**config.mk**
```make
export PLATFORM = sky130hd
export DESIGN_NAME = csa_final_adder_seq_flat
export DESIGN_NICKNAME = d
export VERILOG_FILES = /design/src/rtl/csa_final_adder_seq_if.sv /design/src/rtl/csa_final_adder_seq.sv /design/src/flat_wrapper.sv
export SDC_FILE = /design/constraint.sdc
export NUM_CORES = 1
export LEC_CHECK = 0
export CORE_MARGIN = 8
export CORE_UTILIZATION = 48
export DETAILED_ROUTE_END_ITERATION = 16
export PLACE_DENSITY_LB_ADDON = 0.25
export SLEW_MARGIN = 20
export SYNTH_ARGS = -nofsm -noshare
export SYNTH_HDL_FRONTEND = slang
export SYNTH_SLANG_ARGS = --single-unit
```
**constraint.sdc**
```tcl
create_clock -name clk -period 2.65 [get_ports clk]
set_input_delay 0.265 -clock clk [delete_from_list [all_inputs] [get_ports clk]]
set_output_delay 0.265 -clock clk [all_outputs]
set_load 0.02 [all_outputs]
```
**src/rtl/csa_final_adder_seq_if.sv**
```systemverilog
// Operand/result handshake bundle for csa_final_adder_seq.
//   master : upstream producer + downstream consumer side (drives in_valid,
//            sum_in, carry_in, out_ready; observes in_ready, out_valid,
//            result, busy)
//   slave  : the adder itself
// WIDTH is the CSA vector width; result is WIDTH+2 bits.
interface csa_final_adder_seq_if #(
    parameter int unsigned WIDTH = 8
);
    logic             in_valid;
    logic             in_ready;
    logic [WIDTH-1:0] sum_in;
    logic [WIDTH-1:0] carry_in;
    logic             out_valid;
    logic             out_ready;
    logic [WIDTH+1:0] result;
    logic             busy;

    modport master (
        output in_valid, sum_in, carry_in, out_ready,
        input  in_ready, out_valid, result, busy
    );

    modport slave (
        input  in_valid, sum_in, carry_in, out_ready,
        output in_ready, out_valid, result, busy
    );
endinterface

```
**src/rtl/csa_final_adder_seq.sv**
```systemverilog
// Final carry-propagate adder behind a carry-save stage:
//     result = sum_in + (carry_in << 1)
// resolved CHUNK bits per clock with the chunk carry held in a register.
// Ports:
//   clk       rising-edge clock
//   rst_n     synchronous active-low reset
//   bus       csa_final_adder_seq_if.slave: in_valid/in_ready/sum_in/carry_in,
//             out_valid/out_ready/result, busy
//   op_count  (only with CSA_FINAL_ADDER_STATS_EN defined) 16-bit wrapping
//             count of completed output handshakes
// Optional feature macro: CSA_FINAL_ADDER_STATS_EN.
module csa_final_adder_seq #(
    parameter int unsigned WIDTH = 8,
    parameter int unsigned CHUNK = 4
) (
    input  logic                  clk,
    input  logic                  rst_n,
    csa_final_adder_seq_if.slave  bus
`ifdef CSA_FINAL_ADDER_STATS_EN
    ,
    output logic [15:0]           op_count
`endif
);

    localparam int unsigned NCHUNK = WIDTH / CHUNK;
    localparam int unsigned IDX_W  = (NCHUNK > 1) ? $clog2(NCHUNK) : 1;
    localparam int unsigned RES_W  = WIDTH + 2;

    if ((WIDTH % CHUNK) != 0) begin : g_param_chk
        $error("csa_final_adder_seq: WIDTH must be a multiple of CHUNK");
    end

    typedef enum logic [1:0] {
        S_IDLE = 2'd0,
        S_BUSY = 2'd1,
        S_DONE = 2'd2
    } state_t;

    state_t             state_q;
    logic [IDX_W-1:0]   idx_q;
    logic               carry_q;
    logic               top_q;
    logic [WIDTH-1:0]   a_q;
    logic [WIDTH-1:0]   b_q;
    logic [RES_W-1:0]   result_q;
    logic               in_ready_q;
    logic               out_valid_q;
    logic               busy_q;

    logic [CHUNK-1:0]   a_chunk_c;
    logic [CHUNK-1:0]   b_chunk_c;
    logic [CHUNK:0]     chunk_sum_c;
    logic               last_chunk_c;

    // Select the active operand chunk and add it with the held carry.
    always_comb begin
        a_chunk_c = '0;
        b_chunk_c = '0;
        for (int unsigned k = 0; k < NCHUNK; k++) begin
            if (idx_q == IDX_W'(k)) begin
                a_chunk_c = a_q[k*CHUNK +: CHUNK];
                b_chunk_c = b_q[k*CHUNK +: CHUNK];
            end
        end
        chunk_sum_c  = (CHUNK+1)'(a_chunk_c) + (CHUNK+1)'(b_chunk_c)
                     + (CHUNK+1)'(carry_q);
        last_chunk_c = (idx_q == IDX_W'(NCHUNK - 1));
    end

    // Control FSM plus operand/result datapath registers.
    always_ff @(posedge clk) begin
        if (!rst_n) begin
            state_q     <= S_IDLE;
            idx_q       <= '0;
            carry_q     <= 1'b0;
            top_q       <= 1'b0;
            a_q         <= '0;
            b_q         <= '0;
            result_q    <= '0;
            in_ready_q  <= 1'b1;
            out_valid_q <= 1'b0;
            busy_q      <= 1'b0;
        end else begin
            case (state_q)
                S_IDLE: begin
                    if (bus.in_valid && in_ready_q) begin
                        // carry vector bit i weighs 2^(i+1): shift it into B and
                        // keep the bit that falls off as the top contribution.
                        a_q         <= bus.sum_in;
                        b_q         <= {bus.carry_in[WIDTH-2:0], 1'b0};
                        top_q       <= bus.carry_in[WIDTH-1];
                        result_q    <= '0;
                        carry_q     <= 1'b0;
                        idx_q       <= '0;
                        state_q     <= S_BUSY;
                        in_ready_q  <= 1'b0;
                        busy_q      <= 1'b1;
                    end
                end
                S_BUSY: begin
                    for (int unsigned k = 0; k < NCHUNK; k++) begin
                        if (idx_q == IDX_W'(k)) begin
                            result_q[k*CHUNK +: CHUNK] <= chunk_sum_c[CHUNK-1:0];
                        end
                    end
                    carry_q <= chunk_sum_c[CHUNK];
                    if (last_chunk_c) begin
                        // top bit and final carry-out both land on weight 2^WIDTH
                        result_q[WIDTH]   <= top_q ^ chunk_sum_c[CHUNK];
                        result_q[WIDTH+1] <= top_q & chunk_sum_c[CHUNK];
                        idx_q             <= '0;
                        state_q           <= S_DONE;
                        busy_q            <= 1'b0;
                        out_valid_q       <= 1'b1;
                    end else begin
                        idx_q <= idx_q + IDX_W'(1);
                    end
                end
                S_DONE: begin
                    if (bus.out_ready) begin
                        state_q     <= S_IDLE;
                        out_valid_q <= 1'b0;
                        in_ready_q  <= 1'b1;
                    end
                end
                default: begin
                    state_q     <= S_IDLE;
                    in_ready_q  <= 1'b1;
                    out_valid_q <= 1'b0;
                    busy_q      <= 1'b0;
                end
            endcase
        end
    end

    assign bus.in_ready  = in_ready_q;
    assign bus.out_valid = out_valid_q;
    assign bus.result    = result_q;
    assign bus.busy      = busy_q;

`ifdef CSA_FINAL_ADDER_STATS_EN
    // Completed-transaction counter, wraps naturally at 16 bits.
    always_ff @(posedge clk) begin
        if (!rst_n) begin
            op_count <= '0;
        end else if (out_valid_q && bus.out_ready) begin
            op_count <= op_count + 16'd1;
        end
    end
`endif

endmodule

```
**src/flat_wrapper.sv**
```systemverilog
// flat-port wrapper written by rule: the top's interface ports become plain ports
module csa_final_adder_seq_flat 
#(
    parameter int unsigned WIDTH = 8,
    parameter int unsigned CHUNK = 4
)
  (clk, rst_n, bus_in_valid, bus_sum_in, bus_carry_in, bus_out_ready, bus_in_ready, bus_out_valid, bus_result, bus_busy);
  csa_final_adder_seq_if #(.WIDTH(WIDTH)) bus_i ();
  input  logic clk;
  input  logic rst_n;
  input wire logic [$bits(bus_i.in_valid)-1:0] bus_in_valid;
  input wire logic [$bits(bus_i.sum_in)-1:0] bus_sum_in;
  input wire logic [$bits(bus_i.carry_in)-1:0] bus_carry_in;
  input wire logic [$bits(bus_i.out_ready)-1:0] bus_out_ready;
  output wire logic [$bits(bus_i.in_ready)-1:0] bus_in_ready;
  output wire logic [$bits(bus_i.out_valid)-1:0] bus_out_valid;
  output wire logic [$bits(bus_i.result)-1:0] bus_result;
  output wire logic [$bits(bus_i.busy)-1:0] bus_busy;
  assign bus_i.in_valid = bus_in_valid;
  assign bus_i.sum_in = bus_sum_in;
  assign bus_i.carry_in = bus_carry_in;
  assign bus_i.out_ready = bus_out_ready;
  assign bus_in_ready = bus_i.in_ready;
  assign bus_out_valid = bus_i.out_valid;
  assign bus_result = bus_i.result;
  assign bus_busy = bus_i.busy;
  csa_final_adder_seq #(.WIDTH(WIDTH), .CHUNK(CHUNK)) u_core (.clk(clk), .rst_n(rst_n), .bus(bus_i));
endmodule
```
==> summary.md <==
| Metric | Value |
|---|---|
| Status | `completed` |
| Core ar. | `3080 µm²` |
| Required @ worst endpoint | `2.88 ns` |
| CTS tree | `yes` |
| Ant diodes | `0` |
| Placed cell areas | `1900 µm²` |
| Yosys cell types | `29` |
| Worst hold path class | `flop to flop` |
| Most frequent cells in the layout | `nand2_1 (42), clkdlybuf4s50_1 (32), dfxtp_1 (32), nor2b_1 (10), a21boi_1 (10)` |
| Layout cells sized above 1 | `0.0882` |
| Worst slew margin | `0.551` |
| Clock tree buffer depth | `2` |
| Crit end category | `flop` |
| Gr usage total | `0.136` |
| Count of state elements after synthesis | `33` |
| Clock Power Share | `0.305` |
| Critical path arrival | `2.53 ns` |
| Initial antenna violation count | `0` |
| Mapped Area | `1570 µm²` |
| Dpl cells | `240` |
| Pwr Total | `1.06 mW` |
| CTS resizes | `0` |
| DP HPWL | `2430 µm` |
| Unrepaired setup endpoints after global routing | `false` |
| NetSw | `286 µW` |
| Worst Skew | `0.00613 ns` |
| Via density | `4.91` |
| WL final | `3230 µm` |
| Fin Hold WS | `0.462 ns` |
| Seq/Total Area, Yosys | `0.422` |
| Worst path max stage delay | `0.51 ns` |
| Area Growth Syn to Fin | `25.6%` |
| Detail Route Antenna Nets | `0` |
| Tmin final | `2.30 ns` |
| Vias in the first global route | `1,211` |
| Fin crit share | `0.867` |
| Largest net degree at the start of global routing | `24` |
| Final setup fails | `0` |
| DR DRC count | `0` |
| Startpoint type of the worst setup path | `flop` |
| Die ar. | `5350 µm²` |
| Switch share | `0.271` |
| Routed via count | `1,217` |
| Fmax | `435 MHz` |
| DR iter-0 viols | `46` |
| Drt first pass iters | `4` |
| CP Class | `flop to flop` |
| Filler cell count | `258` |
| Leading cell type in the layout, fill and taps excluded | `nand2_1` |
| Combinational power share | `0.178` |
| Seq pwr share | `0.517` |
| Synth Net Count | `198` |
| Fin nets | `229` |
| Setup TNS | `0 ns` |
| Total gr overflow | `0` |
| Clk root buf | `clkbuf_4` |
| Internal power | `770 µW` |
| Design Area, Final | `1970 µm²` |
| Avg Synthesized Cell Area | `9.11 µm²` |
| MaxCap Viol Count | `0` |
| Top Ports | `33` |
| Final GP Congestion | `0.813` |
| Synth Instances | `172` |
| EDFF count, synth | `0` |
| CTS buffer count | `5` |
| Hold Fails Final Rpt | `0` |
| Clock slew at reported path FFs | `0.10 ns` |
| Setup Fix Bufs, Post-CTS | `0` |
| Critical-path cell list | `nand2_1 > fa_1 > fa_1 > nor2b_1 > o21ai_0 > nand2_1 > ha_1 > nand3_1 > a21boi_0` |
| Chip Height | `73.1 µm` |
| Post-DR wirelength/cell | `13.0 µm` |
| Worst Max-Slew Pin Slew | `0.672 ns` |
| First-pass GRT wire length | `5500 µm` |
| Layout Cells excl Fill | `248` |
| Crit Path Max Fanout | `14` |
| Synth async-reset ratio | `0` |
| Max IR drop VDD | `0.360 mV` |
| P per Cell Area | `537 nW/µm²` |
| Port Buf Inserts | `32` |
| Number of cell rows | `20` |
| Prevailing post-synth register cell | `dfxtp_1` |
| Later-pin clock latency in the skew report | `0.34 ns` |
| CTS H-Tree Depth | `2` |
| Critical-path top delay cell | `dfxtp_2` |
| Slew Limit Fails | `0` |
| Initial Util | `0.509` |
| Die width | `73.1 µm` |
| CTS Hold Bufs | `0` |
| Synthesis Warnings | `0` |
| Clk sinks | `33` |
| Leakage | `0.739 nW` |
## cell type report
cell class	instances	area, µm²	share of cell area
multi-input combinational	125	833	0.424
sequential	33	662	0.337
timing repair buffer	33	328	0.167
clock buffer	7	65.1	0.0331
tap	44	55.1	0.0280
inverter	5	18.8	0.00954
clock inverter	1	5.00	0.00254
## power groups by stage
stage	sequential (mW)	combinational, mW	clock (mW)
floorplan	0.553	0.129	0
global placement	0.556	0.184	0
detailed placement	0.557	0.189	0
CTS	0.546	0.190	0.333
global route	0.551	0.208	0.355
finish	0.546	0.188	0.322
## cell usage after synthesis, types with 3 or more instances
library cell,count,area [µm²]
nand2_1,42,158
dfxtp_1,33,661
a21boi_1,10,75.1
nor2b_1,10,62.6
a21boi_0,9,67.6
mux2i_1,9,90.1
inv_1,5,18.8
nand2b_1,5,31.3
o21ai_0,5,25.0
a21oi_1,4,20.0
buf_2,4,20.0
ha_1,4,50.1
mux2_2,4,45.0
clkbuf_1,3,11.3
nand3_1,3,15.0
nor2_1,3,11.3
nor3_1,3,15.0
## routing by layer
layer | vias up | GRT usage | wire [µm]
met5 | - | 0 | 0
met4 | 0 | 0.0667 | 61
met2 | 21 | 0.221 | 1530
met1 | 557 | 0.146 | 1490
li1 | 634 | - | -
met3 | 5 | 0.0604 | 150
## sequential cells by signal, indices dropped and copies added (netlist names), 2 cells and up
register	flops
u_core.bus.result	10
u_core.state_q	2
u_core.a_q	8
u_core.b_q	7
## final timing paths
| path | end | slack, ns | from | cells past startpoint |
|---|---|---|---|---|
| setup / recovery | u_core.bus.result[8] | 0.35 | u_core.idx_q | 9 |
| hold / removal | u_core.a_q[3] | 0.46 | u_core.a_q[3] | 2 |
| setup reg to reg | u_core.bus.result[8] | 0.35 | u_core.idx_q | 9 |
| hold reg to reg | u_core.a_q[3] | 0.46 | u_core.a_q[3] | 2 |
## worst max-delay path, delay by kind of cell (launching register included)
family	cells	cell delay (ns)
flops	1	0.51
compound gates	2	0.20
fa+ha+maj	3	1.05
simple gates	4	0.43
## logic make-up after synthesis
group	after synthesis	share of synthesized area
adders and majority gates	6	0.0575
and+or+nand+nor	70	0.215
DFF	33	0.422
AOI/OAI and AO/OA	35	0.168
buffers and inverters	14	0.0463
xor gates and xnor gates	1	0.00559
muxes	13	0.0863
## through the flow
step	utilization	setup slack, ns
after detailed placement	0.616	0.163
after CTS	0.639	0.160
after global placement	0.616	0.276
after floorplan	-	0.435
after global routing	0.639	0.179
final	0.639	0.352
No activity file was read; power rests on OpenSTA's default activity.
